### config.mk
export PLATFORM = sky130hd
export DESIGN_NAME = hnsn_train_sequencer
export DESIGN_NICKNAME = d
export VERILOG_FILES = /design/src/rtl/hnsn_train_sequencer.sv
export SDC_FILE = /design/constraint.sdc
export NUM_CORES = 1
export LEC_CHECK = 0
export ABC_AREA = 1
export CAP_MARGIN = 20
export CORE_UTILIZATION = 45
export DETAILED_ROUTE_END_ITERATION = 10
export GPL_ROUTABILITY_DRIVEN = 1
export GPL_TIMING_DRIVEN = 0
export HOLD_SLACK_MARGIN = 0.02
export MAX_ROUTING_LAYER = met4
export PLACE_DENSITY = 0.68
export REMOVE_ABC_BUFFERS = 1
export SYNTH_ARGS = -nofsm -noshare
export SYNTH_HDL_FRONTEND = slang
export SYNTH_SLANG_ARGS = --single-unit
### constraint.sdc
create_clock -name clk -period 1.7 [get_ports clk]
set_clock_uncertainty 0.2 [all_clocks]
set_input_delay 0.255 -clock clk [delete_from_list [all_inputs] [get_ports clk]]
set_output_delay 0.255 -clock clk [all_outputs]
set_load 0.01 [all_outputs]
### src/rtl/hnsn_train_sequencer.sv
// hnsn_train_sequencer: training/recall controller for the HNSN network core.
// Presents stored spike patterns, rewards correct decodes, then scores masked-cue recall.
module hnsn_train_sequencer #(
   parameter logic [7:0] PRESENT_CYC  = 8'd32,
   parameter logic [3:0] SPIKE_PERIOD = 4'd4,
   parameter logic [7:0] REST_CYC     = 8'd16,
   parameter logic [3:0] EPOCHS       = 4'd8,
   parameter logic [7:0] TIMEOUT      = 8'd64
) (
   input  logic       clk,
   input  logic       rst,
   input  logic       cfg_we,
   input  logic [1:0] cfg_idx,
   input  logic [3:0] cfg_pattern,
   input  logic [7:0] cfg_char,
   input  logic [3:0] cfg_mask,
   input  logic [2:0] num_pat,
   input  logic       start,
   input  logic [7:0] char_in,
   input  logic       char_valid_in,
   output logic [3:0] ext_spike_out,
   output logic       reward_out,
   output logic       busy,
   output logic       done,
   output logic [3:0] epoch_cnt,
   output logic [2:0] hit_count
);
   typedef enum logic [2:0] {
      IDLE, TRAIN_PRES, TRAIN_REST, RECALL_PRES, RECALL_REST, DONE
   } state_t;

   typedef struct packed {
      logic [3:0] pattern;
      logic [7:0] chr;
      logic [3:0] mask;
   } slot_t;

   // Zero-length phases collapse to a single cycle so the FSM can never stall.
   localparam logic [3:0] SP_EFF    = (SPIKE_PERIOD == 4'd0) ? 4'd1 : SPIKE_PERIOD;
   localparam logic [7:0] PRES_LAST = (PRESENT_CYC == 8'd0) ? 8'd0 : PRESENT_CYC - 8'd1;
   localparam logic [7:0] REST_LAST = (REST_CYC == 8'd0) ? 8'd0 : REST_CYC - 8'd1;
   localparam logic [7:0] TO_LAST   = (TIMEOUT == 8'd0) ? 8'd0 : TIMEOUT - 8'd1;

   state_t      state, state_nx;
   slot_t [3:0] slots;
   slot_t       cur;
   logic [7:0]  cyc;
   logic [3:0]  ph;
   logic [1:0]  slot, last_idx;
   logic        rewarded;
   logic        idle_like, match, last_slot, more_epochs;
   logic [4:0]  epoch_inc;

   assign cur         = slots[slot];
   assign idle_like   = (state == IDLE) || (state == DONE);
   assign match       = char_valid_in && (char_in == cur.chr);
   assign last_slot   = (slot == last_idx);
   assign epoch_inc   = {1'b0, epoch_cnt} + 5'd1;
   assign more_epochs = epoch_inc < {1'b0, EPOCHS};

   always_ff @(posedge clk) begin
      if (rst) state <= IDLE;
      else     state <= state_nx;
   end

   always_comb begin
      state_nx      = state;
      ext_spike_out = 4'h0;
      busy          = !idle_like;
      done          = (state == DONE);
      case (state)
         IDLE, DONE: begin
            if (start) state_nx = (EPOCHS == 4'd0) ? RECALL_PRES : TRAIN_PRES;
         end
         TRAIN_PRES: begin
            if (ph == 4'd0) ext_spike_out = cur.pattern;
            if (cyc == PRES_LAST) state_nx = TRAIN_REST;
         end
         TRAIN_REST: begin
            if (cyc == REST_LAST)
               state_nx = (!last_slot || more_epochs) ? TRAIN_PRES : RECALL_PRES;
         end
         RECALL_PRES: begin
            if (ph == 4'd0) ext_spike_out = cur.pattern & cur.mask;
            if (char_valid_in || cyc == TO_LAST) state_nx = RECALL_REST;
         end
         RECALL_REST: begin
            if (cyc == REST_LAST) state_nx = last_slot ? DONE : RECALL_PRES;
         end
         default: state_nx = IDLE;
      endcase
   end

   // ph tracks cyc % SP_EFF without a divider; both restart on every state change.
   always_ff @(posedge clk) begin
      if (rst) begin
         slots      <= '0;
         cyc        <= 8'd0;
         ph         <= 4'd0;
         slot       <= 2'd0;
         last_idx   <= 2'd0;
         rewarded   <= 1'b0;
         reward_out <= 1'b0;
         epoch_cnt  <= 4'd0;
         hit_count  <= 3'd0;
      end else begin
         reward_out <= 1'b0;
         if (state_nx != state) begin
            cyc <= 8'd0;
            ph  <= 4'd0;
         end else begin
            if (cyc != 8'hFF) cyc <= cyc + 8'd1;
            ph <= (ph == SP_EFF - 4'd1) ? 4'd0 : ph + 4'd1;
         end

         if (cfg_we && idle_like) slots[cfg_idx] <= {cfg_pattern, cfg_char, cfg_mask};

         if (idle_like && start) begin
            slot      <= 2'd0;
            rewarded  <= 1'b0;
            epoch_cnt <= 4'd0;
            hit_count <= 3'd0;
            if (num_pat == 3'd0)      last_idx <= 2'd0;
            else if (num_pat >= 3'd4) last_idx <= 2'd3;
            else                      last_idx <= 2'(num_pat - 3'd1);
         end

         case (state)
            TRAIN_PRES: begin
               if (match && !rewarded) begin
                  reward_out <= 1'b1;
                  rewarded   <= 1'b1;
               end
            end
            TRAIN_REST: begin
               if (cyc == REST_LAST) begin
                  rewarded <= 1'b0;
                  if (last_slot) begin
                     slot <= 2'd0;
                     if (epoch_cnt != 4'hF) epoch_cnt <= epoch_cnt + 4'd1;
                  end else begin
                     slot <= slot + 2'd1;
                  end
               end
            end
            RECALL_PRES: begin
               if (match && hit_count != 3'd7) hit_count <= hit_count + 3'd1;
            end
            RECALL_REST: begin
               if (cyc == REST_LAST && !last_slot) slot <= slot + 2'd1;
            end
            default: ;
         endcase
      end
   end
endmodule
==> results of run 1 <==
power by group:
group          switching [mW]  internal, mW  total (mW)
registers              0.0595          2.25        2.30
clock network           0.884         0.727        1.61
logic                   0.602         0.452        1.05
total                    1.55          3.42        4.97
synthesized netlist by cell type:
cell type / instances / share of area
nor3b_1: 1 / 0.0016
clkbuf_1: 8 / 0.0066
or2_2: 2 / 0.0027
a21oi_1: 77 / 0.084
nand2_1: 107 / 0.088
nand2_2: 4 / 0.0055
inv_1: 108 / 0.089
ha_1: 7 / 0.019
nor4_2: 1 / 0.0027
nand3_1: 32 / 0.035
nand4_2: 1 / 0.0027
a211oi_1: 3 / 0.0049
nand2_4: 1 / 0.0025
and3_1: 1 / 0.0014
nand3_2: 5 / 0.011
nor2_1: 35 / 0.029
xnor2_1: 3 / 0.0057
nand4_1: 5 / 0.0068
a221oi_1: 2 / 0.0038
inv_4: 1 / 0.0014
xor2_1: 3 / 0.0057
nor4_1: 2 / 0.0027
nand3b_1: 2 / 0.0033
nor2_4: 3 / 0.0074
a41oi_1: 1 / 0.0019
o21ai_0: 21 / 0.023
a21oi_2: 3 / 0.0057
inv_2: 8 / 0.0066
o21ai_1: 58 / 0.063
o22ai_1: 4 / 0.0055
nor2_2: 3 / 0.0041
a2111oi_0: 1 / 0.0019
buf_6: 4 / 0.0098
a31oi_1: 3 / 0.0041
nor3_2: 3 / 0.0066
o211ai_1: 11 / 0.018
nor3_1: 4 / 0.0044
o21ai_2: 1 / 0.0019
buf_2: 15 / 0.016
o221ai_1: 1 / 0.0019
dfxtp_1: 92 / 0.40
per-layer routing:
metal | routed length (um) | part of all wire | global-route usage | vias up
li1 | - | - | - | 2378
met1 | 7358 | 0.38 | 0.3616 | 2589
met2 | 9307 | 0.48 | 0.4733 | 362
met3 | 1586 | 0.082 | 0.06305 | 110
met4 | 1054 | 0.055 | 0.1192 | 0
met5 | 0 | 0 | - | -
cells in the final DEF (no fill, tap or decap), types with 6 or more instances in the layout:
cell,netlist,routed
a21oi_1,77,32
a21oi_2,3,43
buf_12,0,12
buf_16,0,10
buf_4,0,38
buf_6,4,27
clkbuf_8,0,10
clkdlybuf4s50_1,0,33
dfxtp_1,92,77
dfxtp_2,0,10
dlygate4sd2_1,0,7
ha_1,7,6
inv_1,108,103
inv_2,8,7
nand2_1,107,87
nand2_2,4,12
nand2_4,1,9
nand3_1,32,20
nand3_2,5,10
nand3_4,0,9
nor2_1,35,22
nor2_2,3,9
nor2_4,3,10
o211ai_1,11,11
o21ai_0,21,7
o21ai_1,58,15
o21ai_2,1,42
o21ai_4,0,16
cells by family (layout without fill, tap and decap cells):
logic type | count (synthesis) | in the layout | synth area share
buffers and inverters | 144 | 268 | 0.1294
AO/OA/AOI/OAI | 186 | 186 | 0.2205
flip-flops | 92 | 92 | 0.4026
AND/OR/NAND/NOR | 212 | 214 | 0.2169
adder cells (fa/ha/maj) | 7 | 7 | 0.01915
XOR/XNOR | 6 | 6 | 0.01149
stage by stage:
stage               instance area, um2  TNS (ps)
floorplan                         4424    -36840
global placement                  5061   -119230
global route                      7530    -29740
detailed placement                5137    -62780
finish                            7530    -25500
CTS                               6703    -20970
flip-flops by register name (all words and copies together) (netlist names), 2 cells and up:
signal	cells
slots	64
ph	4
hit_count	3
slot	2
state	3
epoch_cnt	4
last_idx	2
cyc	8
worst reg2reg max path: stages (launching register included):
cell and delay, ps:
dfxtp_4 390, buf_12 140, buf_12 120, nand2_8 90, nor2_1 60, a21oi_2 170, nand2_1 80, nand2_1 110
nand2_2 80, nor2_4 230, buf_6 150, nand3_4 80, a21oi_2 150
worst paths after layout:
check                             start               end  slack [ps]  cells past startpoint
worst max-delay path            slot[1]  ext_spike_out[1]        -510                      7
worst min-delay path              ph[0]             ph[0]         250                      1
worst max register to register  slot[1]          rewarded        -410                     12
worst min register to register    ph[0]             ph[0]         250                      1
area by class of cell:
type | instances | area, um2 | share of cell area
Timing Repair Buffer | 135 | 1594 | 0.2117
Sequential cell | 92 | 1873 | 0.2488
Tap cell | 133 | 166.4 | 0.02210
Clock inverter | 5 | 60.06 | 0.007976
Clock buffer | 11 | 141.4 | 0.01878
Inverter | 117 | 471.7 | 0.06265
Multi-Input combinational cell | 413 | 3223 | 0.4280
repair_timing:
| item | 4_1_cts | 5_1_grt |
|---|---|---|
| cloned | 13 | 2 |
| gates resized for setup | 221 | 139 |
| buffers inserted | 44 | 32 |
| setup endpoints to repair | 105 | 97 |
| pin swaps | 48 | 48 |
==> flow_metrics.env, run 1 <==
export IMPL_slowest_stage="dfxtp_4"
export IMPL_antenna_found_initial=0
export IMPL_finalWirelength_mm=19.31
export IMPL_max_stage_delay_ps=410
export IMPL_hold_violations=0
export IMPL_start_util=0.4659
export IMPL_grt_overflow=0
export IMPL_drt_iter0_drc=557
export IMPL_row_count=36
export IMPL_clk_pin_slew_ps=100
export IMPL_crit_family="flip-flops"
export IMPL_synth_cell_types=41
export IMPL_via_count=5439
export IMPL_h_tree_depth=3
export IMPL_criticalPathCategory="register to primary output"
export IMPL_clockBufferDepth=2
export IMPL_setup_ws_ps=-513.0
export IMPL_vdd_drop_max_mv=0.6442
export IMPL_status="finished, violations left"
export IMPL_syn_area_mm2=0.004574
export IMPL_cts_root_buf="clkbuf_8"
export IMPL_critPathRequiredTime_ps=1240
export IMPL_place_ws_ps=-1269
export IMPL_core_region_area_mm2=0.009819
export IMPL_finalPower_mw=4.971
export IMPL_setup_viol=95
export IMPL_cts_tree="yes"
export IMPL_cp_end_kind="primary output"
export IMPL_fmax_mhz=451.9
export IMPL_dp_final_hpwl_mm=7.436
export IMPL_wl_per_cell_um=21.31
export IMPL_fin_cells=906
export IMPL_post_route_period_util=1.302
export IMPL_cts_made_buffers=9
export IMPL_power_density_mw_per_mm2=660.1
export IMPL_nNetsFinal=809
export IMPL_ios=48
export IMPL_ant_nets=0
export IMPL_ys_seq_area_frac=0.4026
export IMPL_min_period_ps=2213
export IMPL_diodes=0
export IMPL_cp_arrival_ps=1760
export IMPL_drive_gt1_frac=0.4295
export IMPL_portBuffers=47
export IMPL_synth_avg_cell_area_um2=7.070
export IMPL_yosys_warnings=0
export IMPL_dr_pass1_iters=5
export IMPL_cap_violations=0
export IMPL_cp_start_kind="register"
export IMPL_vias_per_cell=6.003
export IMPL_gp_congestion=0.8856
export IMPL_worst_path_buf_inv=3
export IMPL_clk_latency_ps=390
export IMPL_slew_viol_final=0
export IMPL_place_inst=805
export IMPL_cts_hold_buffers=0
export IMPL_violations="setup timing"
export IMPL_final_core_util=0.7668
export IMPL_cts_sinks=92
export IMPL_grt_pass1_wl_mm=23.01
export IMPL_slew_headroom=0.6488
export IMPL_synthCells=647
export IMPL_syn2layout_area_growth_pct=64.61
export IMPL_synth_seq_cells=92
export IMPL_die_area_mm2=0.01057
export IMPL_crit_fanout=6
export IMPL_fillers=581
export IMPL_worst_hold_slack_ps=249.4
export IMPL_die_h_um=102.8
export IMPL_grt_pass1_vias=4619
export IMPL_hold_class="register to register"
export IMPL_crit_chain="buf_12 > buf_12 > nand2_8 > o22ai_1 > a221oi_2 > nor3_2 > buf_2"
export IMPL_worst_path_most_repeated_cell="buf_12"
export IMPL_power_leakage_nw=3.046
export IMPL_rsz0062_at_grt="true"
export IMPL_grt_usage=0.2953
export IMPL_drc_errors=0
export IMPL_tightest_slew_ps=525.2
export IMPL_die_w_um=102.8
export IMPL_grt_max_degree=68
Power figures use the tool's default switching activity.
==> run 2, diff against run 1 <==
--- a/config.mk
+++ b/config.mk
@@ -14,7 +14,7 @@
 export HOLD_SLACK_MARGIN = 0.02
 export MAX_ROUTING_LAYER = met4
 export PLACE_DENSITY = 0.68
-export REMOVE_ABC_BUFFERS = 1
+export RECOVER_POWER = 50
 export SYNTH_ARGS = -nofsm -noshare
 export SYNTH_HDL_FRONTEND = slang
 export SYNTH_SLANG_ARGS = --single-unit
==> run 2 against run 1 <==
The run still ends with setup timing left. Non-clock buffer count is 2 higher. Final cell count stayed put. Fmax is 4.0% lower.
==> flow_metrics.env, run 2 (same netlist as run 1, synthesis figures left out) <==
export IMPL_cts_tree="yes"
export IMPL_ant_nets=0
export IMPL_grt_usage=0.3209
export IMPL_vias_per_cell=5.789
export IMPL_crit_chain="buf_6 > buf_8 > nor2_4 > nand2_2 > o221ai_2 > a211oi_2 > nor3_2 > buf_2"
export IMPL_via_count=5245
export IMPL_seq_power_share=0.455
export IMPL_min_period_ps=2306
export IMPL_criticalPathCategory="register to primary output"
export IMPL_cap_violations=0
export IMPL_start_util=0.4659
export IMPL_h_tree_depth=3
export IMPL_dp_final_hpwl_mm=8.890
export IMPL_regMostFlops="slots"
export IMPL_finalWirelength_mm=17.13
export IMPL_drive_gt1_frac=0.4204
export IMPL_intPower_mw=3.633
export IMPL_row_count=36
export IMPL_fmax_mhz=433.6
export IMPL_syn2layout_area_growth_pct=57.85
export IMPL_violations="setup timing"
export IMPL_cts_root_buf="clkbuf_8"
export IMPL_tightest_slew_ps=980.1
export IMPL_worst_path_buf_inv=3
export IMPL_cp_end_kind="primary output"
export IMPL_post_route_period_util=1.357
export IMPL_clk_pin_slew_ps=90
export IMPL_dpl_cell_area_mm2=0.005245
export IMPL_diodes=0
export IMPL_vdd_drop_max_mv=0.5115
export IMPL_layout_common_cells="105 x inv_1, 85 x dfxtp_1, 77 x nand2_1"
export IMPL_antenna_found_initial=0
export IMPL_p_clk_frac=0.354
export IMPL_finalPower_mw=5.058
export IMPL_slew_headroom=0.3466
export IMPL_die_w_um=102.8
export IMPL_largest_reg_flops=64
export IMPL_core_region_area_mm2=0.009819
export IMPL_setup_viol=95
export IMPL_cp_arrival_ps=1850
export IMPL_whs_path_depth=2
export IMPL_grt_pass1_vias=4988
export IMPL_max_stage_delay_ps=320
export IMPL_grt_max_degree=16
export IMPL_portBuffers=47
export IMPL_status="finished, violations left"
export IMPL_hold_class="register to register"
export IMPL_clockBufferDepth=2
export IMPL_cts_hold_buffers=0
export IMPL_hold_violations=0
export IMPL_p_sw_mw=1.425
export IMPL_gp_congestion=0.8758
export IMPL_place_ws_ps=-790.2
export IMPL_power_density_mw_per_mm2=700.5
export IMPL_grt_overflow=0
export IMPL_layout_commonest_cell="inv_1"
export IMPL_slowest_stage="dfxtp_2"
export IMPL_setup_ws_ps=-606.3
export IMPL_wl_per_cell_um=18.90
export IMPL_drc_errors=0
export IMPL_swShare=0.2817
export IMPL_drt_iter0_drc=458
export IMPL_syn_num_nets=688
export IMPL_grt_pass1_wl_mm=24.48
export IMPL_cts_made_buffers=9
export IMPL_reg_top3="slots (64), cyc (8)"
export IMPL_worst_hold_slack_ps=253.2
export IMPL_rsz0062_at_grt="true"
export IMPL_path_depth=8
export IMPL_cp_start_kind="register"
export IMPL_cts_sinks=92
export IMPL_combPwrFrac=0.192
export IMPL_critPathRequiredTime_ps=1240
export IMPL_die_h_um=102.8
export IMPL_power_leakage_nw=2.941
export IMPL_crit_family="simple AND/OR/NAND/NOR gates"
export IMPL_slew_viol_final=0
export IMPL_crit_fanout=6
export IMPL_die_area_mm2=0.01057
export IMPL_clk_latency_ps=370
export IMPL_ios=48
export IMPL_rr_worst_depth=15
export IMPL_dr_pass1_iters=5
export IMPL_nNetsFinal=809
export IMPL_final_area_mm2=0.007221
run 2: cell count changes in the layout (fill, tap and decap cells not counted), sizes merged:
cell           before  now
inv               118  117
clkinvlp            1    2
buf                92   90
nand3              39   37
clkdlybuf4s50      33   34
dlymetal6s2s        1    0
clkbuf             13   15
bufinv              1    3
run 2: final cells by class:
class,count,area (um2)
Multi-Input combinational cell,411,3029
Timing Repair Buffer,110,1156
Clock inverter,7,115.1
Clock buffer,9,123.9
Sequential cell,92,1861
Fill cell,687,2599
Inverter,117,461.7
Tap cell,133,166.4
Buffer,27,307.8
run 2: layer usage:
metal,GRT usage,vias to the layer above,wire (um)
met1,0.3696,2435,6526
met4,0.1918,0,871
li1,-,2374,-
met3,0.06441,111,1382
met2,0.5164,325,8346
met5,-,-,0
run 2: timing repair:
item,in CTS,in global routing
buffers inserted,39,17
pin swaps,37,52
cloned,9,1
setup endpoints to repair,103,97
gates resized for setup,246,116
run 2: path summary, 6_finish.rpt:
kind	from	to	slack (ps)
hold reg to reg	slots[50]	slots[50]	250
hold / removal	slots[50]	slots[50]	250
setup reg to reg	slot[0]	hit_count[1]	-480
setup / recovery	slot[0]	ext_spike_out[3]	-610
run 2: per-stage QoR:
stage,std cells,utilization,TNS (ps)
6_report,906,0.7353,-25500
2_1_floorplan,647,-,0
3_5_place_dp,827,0.5341,-41230
3_3_place_gp,827,0.5341,-40610
5_1_grt,906,0.7353,-31130
4_1_cts,891,0.6831,-16480
run 2: worst min-delay path, delay by kind of cell, from the launching register on:
family	cells	cell delay, ps
AOI/OAI and AO/OA	1	50
buffers and inverters	1	50
DFF	1	320
run 2: power by group through the flow:
| stage | Clock [mW] | Combinational (mW) | Sequential [mW] |
|---|---|---|---|
| detailed placement | 0 | 0.551 | 2.34 |
| global route | 1.88 | 1.02 | 2.31 |
| global placement | 0 | 0.541 | 2.34 |
| CTS | 1.78 | 0.788 | 2.29 |
| floorplan | 0 | 0.343 | 2.33 |
| finish | 1.79 | 0.969 | 2.30 |
==> run 3, diff against run 2 <==
--- a/config.mk
+++ b/config.mk
@@ -13,8 +13,7 @@
 export GPL_TIMING_DRIVEN = 0
 export HOLD_SLACK_MARGIN = 0.02
 export MAX_ROUTING_LAYER = met4
-export PLACE_DENSITY = 0.68
-export RECOVER_POWER = 50
+export PLACE_DENSITY = 0.65
 export SYNTH_ARGS = -nofsm -noshare
 export SYNTH_HDL_FRONTEND = slang
 export SYNTH_SLANG_ARGS = --single-unit
==> run 3 against run 2 <==
The flow still finishes with violations (setup timing). Clock power about the same. Non-clock buffer count down 2. Register-to-register slack better by 120 ps. Largest cell class unchanged.
==> flow_metrics.env, run 3 (same netlist as run 1, synthesis figures left out) <==
export IMPL_status="finished, violations left"
export IMPL_violations="setup timing"
export IMPL_die_area_mm2=0.01057
export IMPL_diodes=0
export IMPL_slowest_stage="dfxtp_4"
export IMPL_clockBufferDepth=2
export IMPL_drc_errors=0
export IMPL_fin_cells=903
export IMPL_cp_end_kind="primary output"
export IMPL_grt_overflow=0
export IMPL_critPathRequiredTime_ps=1240
export IMPL_criticalPathCategory="register to primary output"
export IMPL_grt_pass1_vias=4567
export IMPL_hold_class="register to register"
export IMPL_max_stage_delay_ps=390
export IMPL_gp_congestion=0.8286
export IMPL_largest_reg_flops=64
export IMPL_cap_violations=0
export IMPL_cts_made_buffers=9
export IMPL_dr_pass1_iters=5
export IMPL_layout_common_cells="101 x inv_1, 84 x nand2_1, 79 x dfxtp_1"
export IMPL_grt_max_degree=15
export IMPL_cts_root_buf="clkbuf_8"
export IMPL_clk_pin_slew_ps=90
export IMPL_setup_ws_ps=-466.9
export IMPL_tightest_slew_ps=439.3
export IMPL_vias_per_cell=5.511
export IMPL_reg_top3="slots (64), cyc (8)"
export IMPL_syn_num_nets=688
export IMPL_via_count=4976
export IMPL_slew_headroom=0.7049
export IMPL_finalWirelength_mm=15.51
export IMPL_regMostFlops="slots"
export IMPL_cp_arrival_ps=1710
export IMPL_rsz0062_at_grt="true"
export IMPL_setup_viol=94
export IMPL_syn2layout_area_growth_pct=53.77
export IMPL_layout_commonest_cell="inv_1"
export IMPL_antenna_found_initial=0
export IMPL_cts_tree="yes"
export IMPL_row_count=36
export IMPL_crit_chain="buf_12 > nor2_4 > nand2_1 > o221ai_2 > a211oi_2 > nor3_2 > buf_2"
export IMPL_grt_pass1_wl_mm=22.37
export IMPL_cp_start_kind="register"
export IMPL_fmax_mhz=461.5
export IMPL_ios=48
export IMPL_clk_latency_ps=370
export IMPL_cts_hold_buffers=0
export IMPL_h_tree_depth=3
export IMPL_power_density_mw_per_mm2=713.4
export IMPL_grt_usage=0.2914
export IMPL_dpl_cell_area_mm2=0.005245
export IMPL_post_route_period_util=1.275
export IMPL_nNetsFinal=807
export IMPL_finalPower_mw=5.019
export IMPL_hold_violations=0
export IMPL_cts_sinks=92
export IMPL_core_region_area_mm2=0.009819
export IMPL_drive_gt1_frac=0.3857
export IMPL_crit_fanout=10
export IMPL_portBuffers=47
export IMPL_slew_viol_final=0
export IMPL_drt_iter0_drc=299
export IMPL_min_period_ps=2167
export IMPL_wl_per_cell_um=17.18
export IMPL_ant_nets=0
export IMPL_start_util=0.4659
export IMPL_die_h_um=102.8
export IMPL_power_leakage_nw=2.948
export IMPL_vdd_drop_max_mv=0.4353
export IMPL_place_inst=827
export IMPL_die_w_um=102.8
export IMPL_final_area_mm2=0.007034
export IMPL_dp_final_hpwl_mm=8.866
run 3: changes by cell type in the layout (fill, tap and decap cells not counted), sizes merged:
| cell | change |
|---|---|
| buf | -5 |
| clkbuf | +4 |
| clkinvlp | -1 |
| inv | -1 |
run 3: final timing paths:
kind	slack, ps	depth (start not counted)	to	from
max	-470	7	ext_spike_out[3]	slot[1]
min	250	2	slots[44]	slots[44]
max reg2reg	-360	11	slots[45]	state[0]
min reg2reg	250	2	slots[44]	slots[44]
run 3: layout make-up:
cell class,instances,area [um2]
inverter,117,455.4
timing repair buffer,109,1124
clock buffer,10,137.6
sequential,92,1871
fill,759,2785
clock inverter,5,100.1
tap,133,166.4
buffer,26,282.8
multi-input combinational,411,2898
run 3: per-stage QoR:
stage | hold slack (ps) | util | setup slack, ps | TNS (ps)
floorplan | 124.1 | - | 1.592 | 0
global placement | 232.9 | 0.5341 | -796.7 | -44640
detailed placement | 236.4 | 0.5341 | -774.5 | -45570
CTS | 249.7 | 0.6593 | -438.1 | -12970
global route | 259.9 | 0.7164 | -498.7 | -26800
finish | 250.0 | 0.7164 | -466.9 | -20290
run 3: power by group:
group	internal, mW	total (mW)	switching [mW]
logic	0.410	0.913	0.504
clock network	1.00	1.81	0.805
registers	2.24	2.30	0.0510
total	3.66	5.02	1.36
run 3: timing repair:
item,4_1_cts,5_1_grt
pin swaps,30,40
gates cloned,6,1
gates resized for setup,208,111
setup endpoints to repair,104,98
buffers inserted,35,23
run 3: critical path, delay by kind of cell (launching register included):
kind	cells	cell delay, ps
buffers and inverters	2	320
AOI/OAI and AO/OA	2	160
DFF	1	390
and+or+nand+nor	3	480
run 3: routing by layer:
metal	up-vias	share of wire	track usage
met5	-	0	-
met4	0	0.037	0.1203
met3	58	0.055	0.04000
met2	194	0.49	0.4815
met1	2353	0.42	0.3580
li1	2371	-	-
